File: src/rtl/ex_hazard_ctrl.sv
// ex_hazard_ctrl -- execute-stage hazard controller for the pipelined RV core.
//
// Purpose:
//   - EX operand forwarding selects (forwardA / forwardB) from MEM and WB.
//   - Load-use bubble insertion.
//   - Wrong-path flush on a taken branch.
//   - Holds IF/ID/EX while a multi-cycle (mul/div) op occupies EX.
//
// Ports:
//   clk, rst_n                      clock, synchronous active-low reset
//   id_rs1, id_rs2                  sources of the instruction in ID
//   ex_rs1, ex_rs2, ex_rd           sources/destination of the instruction in EX
//   ex_mem_read, ex_mc_start        EX is a load / EX starts a multi-cycle op
//   mem_rd, mem_reg_write           MEM destination and write enable
//   wb_rd, wb_reg_write             WB destination and write enable
//   branch_taken                    branch resolved taken in EX
//   forwardA, forwardB              00 regfile, 10 MEM, 01 WB
//   stall_if, stall_id, stall_ex    hold PC / IF-ID / ID-EX
//   flush_id, flush_ex              zero control bits of IF-ID / ID-EX
//   ex_busy, mc_done                multi-cycle op active / final-cycle pulse
//   stall_cycles, flush_events      perf counters (only with HAZ_PERF_CNT_EN)
//
// Build option: define HAZ_PERF_CNT_EN to add the stall/flush event counters.
module ex_hazard_ctrl #(
  parameter int MC_LAT = 4,
  parameter int RA_W   = 5
) (
  input  logic            clk,
  input  logic            rst_n,
  input  logic [RA_W-1:0] id_rs1,
  input  logic [RA_W-1:0] id_rs2,
  input  logic [RA_W-1:0] ex_rs1,
  input  logic [RA_W-1:0] ex_rs2,
  input  logic [RA_W-1:0] ex_rd,
  input  logic            ex_mem_read,
  input  logic            ex_mc_start,
  input  logic [RA_W-1:0] mem_rd,
  input  logic            mem_reg_write,
  input  logic [RA_W-1:0] wb_rd,
  input  logic            wb_reg_write,
  input  logic            branch_taken,
  output logic [1:0]      forwardA,
  output logic [1:0]      forwardB,
  output logic            stall_if,
  output logic            stall_id,
  output logic            stall_ex,
  output logic            flush_id,
  output logic            flush_ex,
  output logic            ex_busy,
`ifdef HAZ_PERF_CNT_EN
  output logic            mc_done,
  output logic [31:0]     stall_cycles,
  output logic [31:0]     flush_events
`else
  output logic            mc_done
`endif
);

  localparam int CW = $clog2(MC_LAT);

  typedef enum logic {RUN, MC_BUSY} state_t;

  state_t          state;
  logic [CW-1:0]   mc_cnt;
  logic            load_use;

  // MEM has the newer value, so it wins over WB on a double match.
  function automatic logic [1:0] fwd_sel(
    input logic [RA_W-1:0] rs,
    input logic [RA_W-1:0] m_rd, input logic m_we,
    input logic [RA_W-1:0] w_rd, input logic w_we);
    if (m_we && m_rd != '0 && m_rd == rs)      return 2'b10;
    else if (w_we && w_rd != '0 && w_rd == rs) return 2'b01;
    else                                       return 2'b00;
  endfunction

  assign load_use = ex_mem_read && ex_rd != '0 &&
                    (ex_rd == id_rs1 || ex_rd == id_rs2);

  // Outputs are held low while reset is asserted so nothing (including a
  // stray mc_done) escapes during the reset cycle.
  always_comb begin
    stall_if = 1'b0;
    stall_id = 1'b0;
    stall_ex = 1'b0;
    flush_id = 1'b0;
    flush_ex = 1'b0;
    ex_busy  = 1'b0;
    mc_done  = 1'b0;
    forwardA = 2'b00;
    forwardB = 2'b00;
    if (rst_n) begin
      if (state == RUN) begin
        if (branch_taken) begin
          flush_id = 1'b1;
          flush_ex = 1'b1;
        end else if (ex_mc_start) begin
          stall_if = 1'b1;
          stall_id = 1'b1;
          stall_ex = 1'b1;
          ex_busy  = 1'b1;
        end else if (load_use) begin
          stall_if = 1'b1;
          stall_id = 1'b1;
          flush_ex = 1'b1;
        end
      end else begin
        stall_if = 1'b1;
        stall_id = 1'b1;
        stall_ex = 1'b1;
        ex_busy  = 1'b1;
        mc_done  = (mc_cnt == '0);
      end
      // The multi-cycle unit captured its operands at start; bypass is moot.
      if (!ex_busy) begin
        forwardA = fwd_sel(ex_rs1, mem_rd, mem_reg_write, wb_rd, wb_reg_write);
        forwardB = fwd_sel(ex_rs2, mem_rd, mem_reg_write, wb_rd, wb_reg_write);
      end
    end
  end

  // First EX cycle is spent in RUN, so MC_BUSY runs MC_LAT-1 cycles:
  // counter loads MC_LAT-2 and the cycle where it reads 0 is the last.
  always_ff @(posedge clk) begin
    if (!rst_n) begin
      state  <= RUN;
      mc_cnt <= '0;
    end else if (state == RUN) begin
      if (!branch_taken && ex_mc_start) begin
        state  <= MC_BUSY;
        mc_cnt <= CW'(MC_LAT - 2);
      end
    end else begin
      if (mc_cnt == '0) state  <= RUN;
      else              mc_cnt <= mc_cnt - 1'b1;
    end
  end

`ifdef HAZ_PERF_CNT_EN
  always_ff @(posedge clk) begin
    if (!rst_n) begin
      stall_cycles <= '0;
      flush_events <= '0;
    end else begin
      if (stall_if) stall_cycles <= stall_cycles + 32'd1;
      if (flush_id) flush_events <= flush_events + 32'd1;
    end
  end
`endif

endmodule

File: config.mk
export PLATFORM = sky130hd
export DESIGN_NAME = ex_hazard_ctrl
export DESIGN_NICKNAME = d
export VERILOG_FILES = /design/src/rtl/ex_hazard_ctrl.sv
export SDC_FILE = /design/constraint.sdc
export NUM_CORES = 1
export LEC_CHECK = 0
export CAP_MARGIN = 5
export CORE_AREA = 2 2 53 43
export DETAILED_ROUTE_END_ITERATION = 7
export DIE_AREA = 0 0 55 45
export PLACE_DENSITY_LB_ADDON = 0.05
export SLEW_MARGIN = 20
export SYNTH_ARGS = -nofsm -noshare
export SYNTH_HDL_FRONTEND = slang
export SYNTH_SLANG_ARGS = --single-unit
File: constraint.sdc
create_clock -name clk -period 2.8 [get_ports clk]
set_clock_uncertainty 0.1 [all_clocks]
set_input_delay 0.56 -clock clk [delete_from_list [all_inputs] [get_ports clk]]
set_output_delay 0.56 -clock clk [all_outputs]
set_load 0.005 [all_outputs]
==> results.rst <==
.. list-table::
   :header-rows: 1

   * - Metric
     - Value
   * - Outcome
     - completed
   * - Transition at the pin with the smallest max-transition slack
     - 325.8 ps
   * - Critical path type
     - input pin to primary output
   * - Cell at the root of the clock tree
     - sky130_fd_sc_hd__clkbuf_4
   * - Total internal power
     - 217.1 uW
   * - Wire per inst
     - 12.18 um
   * - Count of endpoints failing hold in the final timing report
     - 0
   * - Upper clock frequency limit
     - 0.3637 GHz
   * - Most area-consuming cells after synthesis
     - sky130_fd_sc_hd__xor2_1 (28%), sky130_fd_sc_hd__xnor2_1 (14%), sky130_fd_sc_hd__dfxtp_1 (9.6%)
   * - Final worst path period need
     - 2750 ps
   * - Final number of setup-violating endpoints
     - 0
   * - Max-slew violation count
     - 0
   * - Maximum vdd drop
     - 0.2108 mV
   * - Post-Syn Area per Cell
     - 7.552 sq um
   * - Min-delay worst type
     - flip-flop to flip-flop
   * - Count of state elements after synthesis
     - 3
   * - First-pass GRT wire length
     - 3353 um
   * - Slowest stage cell, crit path
     - sky130_fd_sc_hd__or4_1
   * - Total number of nets in the final design
     - 207
   * - Switching Share
     - 31.89%
   * - Routability congestion estimate
     - 0.8177
   * - Die Wd
     - 55 um
   * - Critical Path Start Type
     - input pin
   * - Power density over cell area
     - 227.1 mW/mm^2
   * - FP Rows
     - 14
   * - Routed wire length
     - 2278 um
   * - Clock Sink Count
     - 3
   * - Clk pwr share
     - 23.9%
   * - P&R area growth vs syn
     - 124.0%
   * - Delay of the slowest critical-path stage
     - 560 ps
   * - Commonest non-fill, non-tap cell in the layout
     - sky130_fd_sc_hd__clkdlybuf4s50_1
   * - CTS Buf Count
     - 3
   * - Most area-hungry cell type in the Yosys netlist
     - sky130_fd_sc_hd__xor2_1
   * - Combinational share of power
     - 61.0%
   * - Number of maximum-capacitance violations
     - 0
   * - Remaining design rule violation count
     - 0
   * - Clock transition at the registers of the reported paths
     - 30 ps
   * - Warning count from the yosys run
     - 0
   * - Half-perimeter wire length of the detailed placement result
     - 1906 um
   * - Ports
     - 53
   * - Most frequent cells in the layout
     - sky130_fd_sc_hd__clkdlybuf4s50_1 (32), sky130_fd_sc_hd__buf_4 (26), sky130_fd_sc_hd__xor2_1 (20), sky130_fd_sc_hd__dlygate4sd2_1 (12), sky130_fd_sc_hd__xnor2_1 (10)
   * - Number of I/O port buffers
     - 52
   * - Effective utilization at floorplan
     - 32.53%
   * - Leakage power
     - 0.0006706 uW
   * - Required time of the critical path
     - 2140 ps
   * - Final worst path period share
     - 98.20%
   * - Number of H-tree levels
     - 1
   * - Initial antenna violation count
     - 0
   * - Number of nets still failing antenna checks after routing
     - 0
   * - Part of the Yosys area used for sequential elements
     - 9.581%
   * - Bufs and invs on worst path
     - 3
   * - Combined global-route utilization of all metal layers
     - 18.69%
   * - Share of cells above drive strength 1
     - 27.61%
   * - Vias after detailed routing
     - 855
   * - Post-synth cell types
     - 26
   * - Post-route cell area
     - 0.001404 sq mm
   * - Max-Slew Margin vs Limit
     - 78.04%
   * - Reported net switching power
     - 101.7 uW
   * - Cells after synthesis
     - 83
   * - Area enclosed by the die boundary
     - 0.002475 sq mm
   * - Dpl cell area
     - 0.001328 sq mm
   * - Critical path data arrival time
     - 2090 ps
   * - Floorplan Core Area
     - 0.001927 sq mm
   * - First drt pass iteration count
     - 4
   * - Crit-path max FO
     - 3
   * - Pin count of the biggest net entering global routing
     - 6
   * - Sum of internal, switching and leakage power
     - 318.8 uW
   * - Clock latency at the later pin of the worst-skew pair
     - 230 ps
   * - Relative contribution of sequential cells to total power
     - 15.1%
   * - Number of vias per cell
     - 4.572
   * - Max clock buf depth
     - 2
   * - Fill count
     - 171
   * - Vias in the first global route
     - 793
   * - Endpoint class of the critical path
     - primary output
   * - Total congestion overflow after global routing
     - 0
   * - Mapped Nets
     - 126
   * - Number of DRC markers after the initial detailed-route iteration
     - 13
   * - Overall die height
     - 45 um
   * - CTS tree
     - done
   * - Chain of cells forming the critical path
     - clkdlybuf4s50_1, or4_1, o21ai_2, o41ai_2, buf_4, buf_2
   * - Netlist Area Pre-Place
     - 626.9 sq um
   * - Area share of the largest cell type after synthesis
     - 27.94%
   * - Largest delay share family, worst path
     - buffers and inverters
   * - Antenna diodes
     - 0
==> registers in the layout (all words and copies together) (netlist names) <==
signal	cells
mc_cnt	2
state	1
==> cells in the mapped netlist <==
cell                        n
sky130_fd_sc_hd__a21oi_1    2
sky130_fd_sc_hd__a22oi_1    1
sky130_fd_sc_hd__and2_1     1
sky130_fd_sc_hd__and3_1     2
sky130_fd_sc_hd__buf_4      2
sky130_fd_sc_hd__dfxtp_1    3
sky130_fd_sc_hd__ha_1       1
sky130_fd_sc_hd__inv_1      7
sky130_fd_sc_hd__nand2_1    2
sky130_fd_sc_hd__nand2b_1   1
sky130_fd_sc_hd__nand3_1    7
sky130_fd_sc_hd__nand4_1    1
sky130_fd_sc_hd__nor2_1     4
sky130_fd_sc_hd__nor2b_1    2
sky130_fd_sc_hd__nor3_1     6
sky130_fd_sc_hd__nor3_2     1
sky130_fd_sc_hd__nor4_2     2
sky130_fd_sc_hd__o21ai_0    2
sky130_fd_sc_hd__o21ai_1    1
sky130_fd_sc_hd__o21ai_4    1
sky130_fd_sc_hd__o31ai_1    1
sky130_fd_sc_hd__o41ai_1    1
sky130_fd_sc_hd__or4_1      1
sky130_fd_sc_hd__or4_4      1
sky130_fd_sc_hd__xnor2_1   10
sky130_fd_sc_hd__xor2_1    20
==> logic make-up after synthesis <==
| kind of cell | count (synthesis) | share of synthesized area [%] |
|---|---|---|
| and+or+nand+nor | 31 | 29.54 |
| buffers and inverters | 9 | 6.587 |
| DFF | 3 | 9.581 |
| AOI/OAI and AO/OA | 9 | 10.38 |
| xor gates and xnor gates | 30 | 41.92 |
| adders and majority gates | 1 | 1.996 |
==> power by group through the flow <==
stage	Combinational [uW]	Clock [uW]	Sequential, uW
global route	209	85.2	48.6
CTS	187	79.5	48.1
floorplan	63.9	0	48.2
global placement	184	0	48.6
detailed placement	187	0	48.7
finish	194	76.2	48.2
==> layout make-up <==
class                   instances  area [sq um]  area share (%)
repair buffers                 78         688.2           49.02
multi-input cells              71         573.1           40.82
flip-flops and latches          3         60.06           4.278
well taps                      24         30.03           2.139
clock buffers                   4         26.28           1.872
inverters                       7         26.28           1.872
==> per-layer routing <==
layer,routed length (um),track usage [%],vias to the layer above
met3,118,1.656,0
met2,1139,31.67,29
met5,0,0,-
met1,1020,24.95,385
li1,-,-,441
met4,0,5.854,0
==> path summary, 6_finish.rpt <==
| kind | startpoint | to | slack (ps) | cells past startpoint |
|---|---|---|---|---|
| setup / recovery | ex_rd[1] | stall_id | 50 | 6 |
| hold / removal | mc_cnt[0] | mc_cnt[0] | 440 | 2 |
| setup reg to reg | state | mc_cnt[0] | 1460 | 6 |
| hold reg to reg | mc_cnt[0] | mc_cnt[0] | 440 | 2 |
==> tightest hold or removal path, cell delays in order, from the launching register on <==
cell,delay (ps)
sky130_fd_sc_hd__dfxtp_1,310
sky130_fd_sc_hd__o21ai_0,80
sky130_fd_sc_hd__a21oi_1,80
==> through the flow <==
stage                     utilization (%)  instances  setup WS, ps  TNS [ps]  hold WS [ps]
after floorplan                         -         83         531.0         0         346.1
after global placement              68.90        179        -390.1     -2152         359.0
after detailed placement            68.90        179        -466.7     -2534         374.5
after CTS                           70.91        186        0.7552         0         380.5
after global routing                72.86        187        -3.918    -3.918         460.1
final                               72.86        187         50.37         0         436.2
==> repair_timing <==
item                                    CTS  global route
buffers inserted                          4             1
pin swaps                                10             1
gates resized for setup                  34             7
endpoints found under the setup margin    7             6
hold buffers                              0             0
Power figures use the tool's default switching activity.
